==> src/rtl/stream_mux_rr.sv <==
// stream_mux_rr: registered N-channel stream multiplexer with valid/ready
// handshakes. The channel is chosen either by an external Select (fixed mode)
// or by round-robin arbitration. Each accepted word passes through a single
// output register. There is no skid buffer, so InReady follows OutReady
// combinationally.
module stream_mux_rr #(
    parameter int WIDTH    = 32,
    parameter int CHANNELS = 4,
    parameter int SELW     = 2
) (
    input  logic                      clk,
    input  logic                      rst,
    input  logic [CHANNELS-1:0]       InValid,
    input  logic [CHANNELS*WIDTH-1:0] InData,
    output logic [CHANNELS-1:0]       InReady,
    input  logic                      Mode,
    input  logic [SELW-1:0]           Select,
    output logic                      OutValid,
    output logic [WIDTH-1:0]          OutData,
    output logic [SELW-1:0]           OutChannel,
    input  logic                      OutReady
);

    logic [SELW-1:0]  pointer;
    logic [SELW-1:0]  grant;
    logic [SELW-1:0]  next_pointer;
    logic             grant_valid;
    logic             load_en;
    logic             transfer_in;
    logic [WIDTH-1:0] grant_data;

    // The register can take a new word when it is empty or being drained now.
    assign load_en     = !OutValid || OutReady;
    assign transfer_in = load_en && grant_valid;

    // Grant selection: fixed select or round-robin search starting at pointer.
    always_comb begin
        // NOTE: every signal written here gets a default first; a path that
        // leaves one unassigned would infer a latch.
        grant       = '0;
        grant_valid = 1'b0;
        if (!Mode) begin
            // Only indices below CHANNELS are visited, so an out-of-range
            // Select can never grant.
            for (int i = 0; i < CHANNELS; i++) begin
                if (SELW'(i) == Select && InValid[i]) begin
                    grant       = SELW'(i);
                    grant_valid = 1'b1;
                end
            end
        end else begin
            // Walk offsets from farthest to nearest so the channel closest to
            // the pointer is the last (winning) assignment.
            for (int k = CHANNELS - 1; k >= 0; k--) begin
                if (InValid[(int'(pointer) + k) % CHANNELS]) begin
                    grant       = SELW'((int'(pointer) + k) % CHANNELS);
                    grant_valid = 1'b1;
                end
            end
        end
    end

    // Data steering for the granted channel and the pointer successor.
    always_comb begin
        grant_data = '0;
        for (int i = 0; i < CHANNELS; i++) begin
            if (SELW'(i) == grant) begin
                grant_data = InData[i*WIDTH +: WIDTH];
            end
        end
        next_pointer = (int'(grant) == CHANNELS - 1) ? '0 : grant + 1'b1;
    end

    // One-hot ready toward the granted channel; all zero while stalled.
    always_comb begin
        InReady = '0;
        for (int i = 0; i < CHANNELS; i++) begin
            InReady[i] = transfer_in && (SELW'(i) == grant);
        end
    end

    // Output register and round-robin pointer; reload and drain may coincide.
    always_ff @(posedge clk or posedge rst) begin
        // NOTE: state is updated with non-blocking assignments so every
        // register samples the pre-edge values of the others.
        if (rst) begin
            OutValid   <= 1'b0;
            OutData    <= '0;
            OutChannel <= '0;
            pointer    <= '0;
        end else if (transfer_in) begin
            OutValid   <= 1'b1;
            OutData    <= grant_data;
            OutChannel <= grant;
            pointer    <= next_pointer;
        end else if (OutReady) begin
            OutValid   <= 1'b0;
        end
    end

endmodule

==> config.mk <==
export PLATFORM = sky130hd
export DESIGN_NAME = stream_mux_rr
export DESIGN_NICKNAME = d
export VERILOG_FILES = /design/src/rtl/stream_mux_rr.sv
export SDC_FILE = /design/constraint.sdc
export NUM_CORES = 1
export LEC_CHECK = 0
export BUFFER_PORTS_ARGS = -buffer_cell sky130_fd_sc_hd__buf_2
export CAP_MARGIN = 30
export CORE_ASPECT_RATIO = 1.2
export CORE_MARGIN = 1
export CORE_UTILIZATION = 40
export CTS_CLUSTER_DIAMETER = 40
export DETAILED_ROUTE_END_ITERATION = 16
export HOLD_SLACK_MARGIN = 0.06
export PLACE_DENSITY = 0.79
export SLEW_MARGIN = 20
export SYNTH_ARGS = -nofsm -noshare
export SYNTH_HDL_FRONTEND = slang
export SYNTH_SLANG_ARGS = --single-unit
==> constraint.sdc <==
create_clock -name clk -period 3.1 [get_ports clk]
set_input_delay 0 -clock clk [delete_from_list [all_inputs] [get_ports clk]]
set_output_delay 0 -clock clk [all_outputs]
set_load 0.02 [all_outputs]
* Word-level counts from Yosys, hierarchy flattened
Index checks and enable logic that the tools add are counted.
Word-level totals: bits in registers 37, input bits 138, output and inout bits 39, word-level logic and storage cells 74
Cells by class: add/sub/neg operators 4, order comparisons 4, eq/ne operators 7, multiplexer cells 35, bitwise gates (word level) 3, reductions and logical operators 17
Operator list (count):
- $mux W32 | 4
- $mux W1 | 19
- $mux W2 | 8
- $lt A3 B4 Y1 const B | 3
- $logic_and A1 B1 Y1 | 9
- $bmux W1 S2 | 4
- $eq A2 B2 Y1 const A | 4
- $reduce_or A2 Y1 | 3
- $add A2 B1 Y2 const B | 2
- $add A2 B2 Y2 const B | 2
- $eq A1 B2 Y1 const A | 2
- $logic_not A2 Y1 | 2
- $and A1 B1 Y1 const A | 3
- $lt A2 B3 Y1 const B | 1
- $eq A2 B1 Y1 const B | 1
- $reduce_bool A2 Y1 | 1
- $logic_not A1 Y1 | 1
- $logic_or A1 B1 Y1 | 1

* Logic depth before layout (Yosys ltp)
Gate-level depths: netlist (run 1).
depth after elaboration 16, depth in mapped cells 14, depth with buffers taken out 11

* Worst setup path after synthesis (run 1)
Ideal clock, no wire load.
path type register -> register, from reg pointer[0], to reg OutData[3], library setup time 0.083 ns, arrival 2.279 ns, required time 3.017 ns, slack 0.738 ns, stages on the path, launching flop included 14, buffers on the path 2, clock period less this slack 2.362 ns, cell sequence dfrtp_1 > nor2b_1 > nand4b_1 > o211ai_1 > a21oi_1 > inv_1 > ha_1 > clkbuf_1 > nor2b_1 > buf_2 > a221oi_1 > nor3_1 > a21oi_1 > o21ai_0
Between the ends: cells in the longest elaborated chain, start to end 14, elaborated cells on any way between the ends 33, classes of those cells 3 x add/sub; 3 x eq/ne; 25 x mux; 2 x reduce/logical
RTL lines:
- from (decl) | line 24 | logic [SELW-1:0] pointer;
- from (signal assigned) | line 95 | pointer <= next_pointer;
- $add A2 B2 Y2 | line 55, 56
- $bmux W1 S2 | line 55 | if (InValid[(int'(pointer) + k) % CHANNELS]) begin
- $mux W1 (implied by the code) (2 in a row) | line 55
- $mux W2 (3 in a row) | line 55
- $mux W2 * | line 55
- $mux W2 * | line 42 | if (!Mode) begin
- via grant[0] | line 25 | logic [SELW-1:0] grant;
- $logic_not A2 Y1 | line 67 | if (SELW'(i) == grant) begin
- $mux W32 (3 in a row) | line 67
- $mux W32 * | line 67
- to (signal assigned) | line 93 | OutData <= grant_data;
- to (decl) | line 19 | output logic [WIDTH-1:0] OutData,
Mark *: on every way through the listed nets, which the timed path passes. The rest lies on a longest branch. The select of a mux whose other input is x is not followed. A chain may end at the register's enable or synchronous reset.

* Final worst setup path (run 1)
from reg pointer[0], to reg OutData[22]
The elaborated chain is that of the path after synthesis.

==> qor.txt, run 1 <==
Register Area: 926 µm²
DR iter-0 viols: 204
ANT cells: 0
status: completed
Final min period: 2600 ps
Max VDD drop: 0.404 mV
pwr/cell area: 697 mW/mm²
DR vias: 3125
initial antenna violation count: 0
hold_sp: Mode
die span in x: 72.7 µm
sequential area share after synthesis: 38.6%
f_max: 0.385 GHz
Ys Warns: 0
CTS Root Cell: clkbuf_8
share of the synthesized area in the top cell type: 38.6%
crit-path most repeated cell: a21oi_1
P_leak: 1.89 nW
top cells by area, synth: dfrtp_1 39%, a221oi_1 11%, o21ai_0 7.5%, a21oi_1 7.1%, nor3_1 6.5%
clock buffer depth: 2
vias in the first global route: 2836
sw frac: 45.2%
antenna viol nets, final: 0
Post-Syn Nets: 453
Via density: 5.28
maxcap violations: 0
row cnt: 30
largest area contributor in the netlist: dfrtp_1
Synth Area in Compound Gates: 29.4%
Clock Pin Slew Worst Setup and Hold Paths: 70 ps
CP peak stage delay: 410 ps
Final GP Congestion: 0.948
first-pass GRT wire length: 13000 µm
switching pwr: 1.20 mW
Main synth FF type: dfrtp_1
Distinct cells, synth: 29
Fin Clk Skew: 1.87 ps
hold depth: 4
kind of critical path: reg -> reg
Commonest cells post-synth: 38 x nor2_1, 37 x dfrtp_1, 36 x nand2_1, 36 x o21ai_0, 34 x a21oi_1
grt total ovfl: 0
RSZ-0062 raised after global routing: false
Starting Density: 42.1%
combinational cell fraction of total power: 58.3%
Core Box Area: 0.00571 mm²
number of enable flip-flop cells after synthesis: 0
post-synthesis mux area share: 2.71%
Critical R2R Capture: OutData[22]$_DFFE_PP0N_
post-synthesis adder-cell area fraction: 2.09%
Cell Count, Final, Fillers Out: 592
Fillers: 508
Synth Area in Simple Gates: 20.5%
largest family of logic cells by synthesized area: compound AO/OA/AOI/OAI gates
WHS Endpoint: OutValid$_DFFE_PP0P_
Synth Register Bits: 37
register share of total power: 30.1%
H-tree depth: 2
worst slew pin tran: 465 ps
endpoint type of the worst setup path: flip-flop
Metal-1 WL: 3320 µm
setup ws final: 499 ps
Hold/Removal Path Class: in -> reg
top layer in use: met4
Fin. Hold Viols: 0
final setup vio count: 0
FFs w/ async S/R, synth: 100%
DRC: 0
Clk network pwr share: 11.6%
R2R setup slack: 500 ps
nets@finish: 655
synthesized instance count: 311
multi-input logic area: 0.00132 mm²
Pre-Repair DR Iteration Count: 5
# IOs: 177
Worst-Skew Late Latency: 280 ps
Final Max Tran Viols: 0
critical path startpoint category: flip-flop
CTS sink count: 37
die area: 0.00631 mm²
RR Startpoint: pointer[0]$_DFFE_PP0N_
layout cell share with drive strength beyond 1: 39.6%
area grow syn2layout: 58.3%
Avg Synthesized Cell Area: 7.72 µm²
Total Routing Usage GR: 26.5%
Post-Synthesis Cell Area: 0.00240 mm²
Post-Place Cells: 550
TritonCTS Buffers: 5
XOR/XNOR Fraction of Synth Area: 0%
CP Cell Sequence: nor2b_1 -> nand4b_1 -> o211ai_1 -> a21oi_1 -> inv_1 -> ha_1 -> buf_4 -> a221oi_1 -> nor3_1 -> a21oi_1 -> o21ai_0
Critical Path RT: 3260 ps
Final HPWL DP: 5850 µm
DR WL/cell: 14.2 µm
largest net degree at the start of global routing: 38
worst-path fanout max: 34
Rel. slew slack: 69.0%
WHS: 125 ps
die span in y: 86.9 µm
drt total wl: 8430 µm
CTS tree: built
Port Buffer Count: 176
fin crit share: 83.9%
TNS Setup: 0 ps
FF-to-FF path depth: 11
P_int: 1.45 mW
pre-CTS setup slack: 60.4 ps
top-count cell post-synth: nor2_1
met2 WL post-DR: 4370 µm
met3 routed WL: 495 µm
slowest library cell on the worst path: dfrtp_1
CP arrival: 2760 ps
## how the worst max path moves through the flow
stage	startpoint	to	slack [ps]
finish	pointer[0]$_DFFE_PP0N_	OutData[22]$_DFFE_PP0N_	500
global route	pointer[0]$_DFFE_PP0N_	OutData[22]$_DFFE_PP0N_	210
CTS	pointer[0]$_DFFE_PP0N_	OutData[23]$_DFFE_PP0N_	40
detailed placement	pointer[0]$_DFFE_PP0N_	OutData[22]$_DFFE_PP0N_	60
global placement	pointer[0]$_DFFE_PP0N_	OutData[22]$_DFFE_PP0N_	240
floorplan	pointer[0]$_DFFE_PP0N_	OutData[3]$_DFFE_PP0N_	740
## cells in the final DEF (no fill, tap or decap), types with 2 or more instances in the layout
cell / instances
a21oi_1: 34
a221oi_1: 31
a31oi_1: 3
buf_2: 176
buf_4: 13
clkbuf_8: 5
dfrtp_1: 37
dlygate4sd3_1: 34
ha_1: 3
inv_1: 10
mux2_2: 3
mux2i_1: 2
nand2_1: 36
nand2b_1: 3
nor2_1: 38
nor2b_1: 2
nor3_1: 31
o21ai_0: 36
## power groups by stage
stage	clock [mW]	combinational, mW	sequential, mW
2_1_floorplan	0	0.732	1.05
3_3_place_gp	0	1.45	0.797
3_5_place_dp	0	1.49	0.802
4_1_cts	0.318	1.52	0.796
5_1_grt	0.341	1.71	0.823
6_report	0.307	1.54	0.796
## cell families (layout without fill, tap and decap cells)
group	Yosys count	after routing
flip-flops	37	37
AND/OR/NAND/NOR	114	114
adder cells (fa/ha/maj)	4	4
multiplexers	6	6
AO/OA/AOI/OAI	111	111
buffers and inverters	39	240
## repair_timing
| item | in CTS | in global routing |
|---|---|---|
| hold buffers | 34 | 0 |
| setup endpoints to repair | 0 | 18 |
| hold endpoints to repair | 70 | 0 |
| setup buffers | 0 | 2 |
| gates resized for setup | 0 | 1 |
## critical path: cells and delay by family, from the launching register on
kind	cells	cell delay, ps
adders and majority gates	1	260
AOI/OAI and AO/OA	5	1030
DFF	1	410
and+or+nand+nor	3	370
buffers and inverters	2	390
## layer usage
layer | vias to the layer above | global-route usage, %
li1 | 1528 | -
met1 | 1427 | 31.4
met2 | 147 | 46.6
met3 | 23 | 4.51
met4 | 0 | 11.8
met5 | - | 0
## through the flow
step	instance area (µm²)	total power, mW	utilization, %
5_1_grt	3800	2.87	66.6
3_3_place_gp	3360	2.25	59.0
6_report	3800	2.65	66.6
4_1_cts	3780	2.64	66.2
3_5_place_dp	3360	2.29	59.0
2_1_floorplan	2400	1.78	-
## final cells by class
type	instances	share of cell area, %
Clock buffer	5	1.81
Clock inverter	1	0.132
Inverter	10	0.988
Multi-Input combinational cell	235	34.8
Sequential cell	37	24.4
Tap cell	80	2.64
Timing Repair Buffer	224	35.2
## state kept, by name (all words and copies together) (netlist names)
register,flops
OutData,32
OutChannel,2
pointer,2
OutValid,1
Note: power is estimated with default switching activity, not from simulation.
==> run 2: changes to the inputs <==
--- a/config.mk
+++ b/config.mk
@@ -5,6 +5,7 @@
 export SDC_FILE = /design/constraint.sdc
 export NUM_CORES = 1
 export LEC_CHECK = 0
+export ABC_AREA = 1
 export BUFFER_PORTS_ARGS = -buffer_cell sky130_fd_sc_hd__buf_2
 export CAP_MARGIN = 30
 export CORE_ASPECT_RATIO = 1.2
@@ -13,7 +14,7 @@
 export CTS_CLUSTER_DIAMETER = 40
 export DETAILED_ROUTE_END_ITERATION = 16
 export HOLD_SLACK_MARGIN = 0.06
-export PLACE_DENSITY = 0.79
+export PLACE_DENSITY = 0.76
 export SLEW_MARGIN = 20
 export SYNTH_ARGS = -nofsm -noshare
 export SYNTH_HDL_FRONTEND = slang
==> constraint.sdc (replaced) <==
create_clock -name clk -period 2.6 [get_ports clk]
set_input_delay 0 -clock clk [delete_from_list [all_inputs] [get_ports clk]]
set_output_delay 0 -clock clk [all_outputs]
set_load 0.02 [all_outputs]
==> run 2 against run 1 <==
Die area up 12%. Register-to-register slack worse by 350 ps. Largest cell class is now multi-input combinational cells. Area after synthesis up 13%. Sequential share of layout area down 2.5 points. Largest power group unchanged. Wire length up 15%.
==> qor.txt, run 2 <==
DR iter-0 viols: 121
TritonCTS Buffers: 5
nets@finish: 762
hold_sp: InData[82]
# IOs: 177
Via density: 5.04
largest area contributor in the netlist: dfrtp_1
Distinct cells, synth: 24
H-tree depth: 2
Main synth FF type: dfrtp_1
final total power: 3.94 mW
initial antenna violation count: 0
Final Max Tran Viols: 0
Fin Clk Skew: 3.76 ps
Final GP Congestion: 0.878
Final HPWL DP: 6520 µm
status: completed
R2R setup slack: 150 ps
Pre-Repair DR Iteration Count: 5
Clock Pin Slew Worst Setup and Hold Paths: 70 ps
Worst-Skew Late Latency: 280 ps
vias in the first global route: 3497
Largest regs: OutData: 32 flops, OutChannel: 2 flops, pointer: 2 flops
endpoint type of the worst setup path: flip-flop
WHS: 70.4 ps
Post-Syn Nets: 552
RR Startpoint: pointer[0]$_DFFE_PP0N_
Synth Register Bits: 37
Starting Density: 41.6%
Critical Path RT: 2810 ps
Post-Synthesis Cell Area: 0.00270 mm²
number of enable flip-flop cells after synthesis: 0
worst slew pin tran: 469 ps
DRC: 0
Buf/Inv on CP: 3
Port Buffer Count: 176
fin crit share: 94.1%
synthesized instance count: 410
area grow syn2layout: 57.3%
final setup vio count: 0
CP Cell Sequence: buf_4 -> nand2_1 -> o21ai_4 -> nor2_2 -> nor2_1 -> nand3_1 -> nand3_2 -> nand2_4 -> ha_2 -> inv_2 -> nor2_4 -> buf_4 -> nand2_1 -> nand2_1 -> o21ai_0 -> nand2_1 -> o211ai_1 -> nand2_1
row cnt: 32
CP Launch Point: pointer[0]$_DFFE_PP0N_
Fillers: 563
Max VDD drop: 0.439 mV
critical path startpoint category: flip-flop
die span in x: 77 µm
crit-path most repeated cell: nand2_1
die span in y: 92 µm
largest net degree at the start of global routing: 41
share of the synthesized area in the top cell type: 34.3%
DR vias: 3551
Ys Warns: 0
top-count cell post-synth: nand2_1
top cells by area, synth: dfrtp_1 34%, nand2_1 26%, o211ai_1 8.9%, o21ai_0 6.3%, a21oi_1 5.9%
DR WL/cell: 13.7 µm
most frequent cells in the layout: 185 x nand2_1, 176 x buf_2, 37 x dlygate4sd3_1
P_leak: 2.41 nW
CP arrival: 2660 ps
layout cell share with drive strength beyond 1: 36.1%
FFs w/ async S/R, synth: 100%
Final min period: 2450 ps
most common cell after layout, fill and taps aside: nand2_1
Rel. slew slack: 68.7%
Avg Synthesized Cell Area: 6.59 µm²
CTS sink count: 37
most flop-heavy register: OutData
slowest library cell on the worst path: dfrtp_2
maxcap violations: 0
kind of critical path: reg -> reg
final core utilization: 65.5%
antenna viol nets, final: 0
Commonest cells post-synth: 188 x nand2_1, 37 x dfrtp_1, 34 x o21ai_0
die area: 0.00708 mm²
CP peak stage delay: 440 ps
sequential area share after synthesis: 34.3%
max reg flops: 32
Core Box Area: 0.00649 mm²
ANT cells: 0
grt total ovfl: 0
Total Routing Usage GR: 27.1%
Fin. Hold Viols: 0
drt total wl: 9690 µm
pwr/cell area: 927 mW/mm²
first-pass GRT wire length: 15400 µm
Hold/Removal Path Class: in -> reg
CTS Root Cell: clkbuf_8
delay-heaviest family, CP: simple AND/OR/NAND/NOR gates
worst-path fanout max: 8
clock buffer depth: 2
CTS tree: built
f_max: 0.409 GHz
-- run 2: cell types whose count changed in the layout (fill, tap and decap cells not counted), moves of 4 or more --
cell and change:
o211ai_1 +31, nand2_2 +4, inv_1 +5, nor3_1 -30, nand3_1 +13, a221oi_1 -31, nor2_1 -30, nand2_1 +149
-- run 2: per-layer routing --
| metal | vias to the layer above | part of all wire, % | global-route usage, % |
|---|---|---|---|
| met1 | 1629 | 39 | 31.0 |
| met2 | 141 | 53 | 49.8 |
| met4 | 0 | 2.1 | 10.5 |
| met3 | 18 | 5.5 | 4.48 |
| met5 | - | 0 | 0 |
| li1 | 1763 | - | - |
-- run 2: cells by family after synthesis --
| group | share of synthesized area [%] |
|---|---|
| AND/OR/NAND/NOR | 32.2 |
| flip-flops | 34.3 |
| adder cells (fa/ha/maj) | 1.85 |
| XOR/XNOR | 0.324 |
| buffers and inverters | 9.08 |
| AO/OA/AOI/OAI | 22.3 |
-- run 2: tightest hold or removal path: stages --
cell and delay (ps):
buf_2 70, o21ai_0 60, nand2_1 50, o211ai_1 80, nand2_1 50
-- run 2: final timing paths --
check	to	depth (start not counted)
min reg2reg	OutData[21]$_DFFE_PP0N_	2
max reg2reg	OutData[13]$_DFFE_PP0N_	18
min	OutData[18]$_DFFE_PP0N_	5
min in group asynchronous	OutData[12]$_DFFE_PP0N_	4
max	OutData[13]$_DFFE_PP0N_	18
max in group asynchronous	pointer[0]$_DFFE_PP0N_	4
-- run 2: metrics by stage --
stage	instance area [µm²]	setup TNS, ps	std cells	setup slack (ps)
after floorplan	2700	0	410	225
after global placement	3630	0	654	87.7
after detailed placement	3630	-137	654	-57.6
after CTS	4090	0	698	31.5
after global routing	4250	-555	705	-63.4
final	4250	0	705	154
-- run 2: area by class of cell --
cell class                      count  area, µm²  share of cell area [%]
Clock buffer                        7       86.3                    2.03
Timing Repair Buffer              232       1460                    34.3
Multi-Input combinational cell    325       1600                    37.6
Tap cell                           85        106                    2.50
Sequential cell                    37        927                    21.8
Inverter                           19       73.8                    1.74
-- run 2: where the power goes --
group	switching, mW	leakage, nW	total, mW	internal (mW)
Clock	0.189	0.0443	0.399	0.210
Sequential	0.159	0.455	0.998	0.838
Combinational	1.56	1.91	2.54	0.984
-- run 2: repair_timing --
item / CTS / global route
resized for setup: 1 / 26
cloned: 0 / 3
hold endpoints to repair: 70 / 0
hold buffers: 37 / 0
setup endpoints to repair: 18 / 34
setup buffers: 0 / 4
pin swaps: 0 / 4
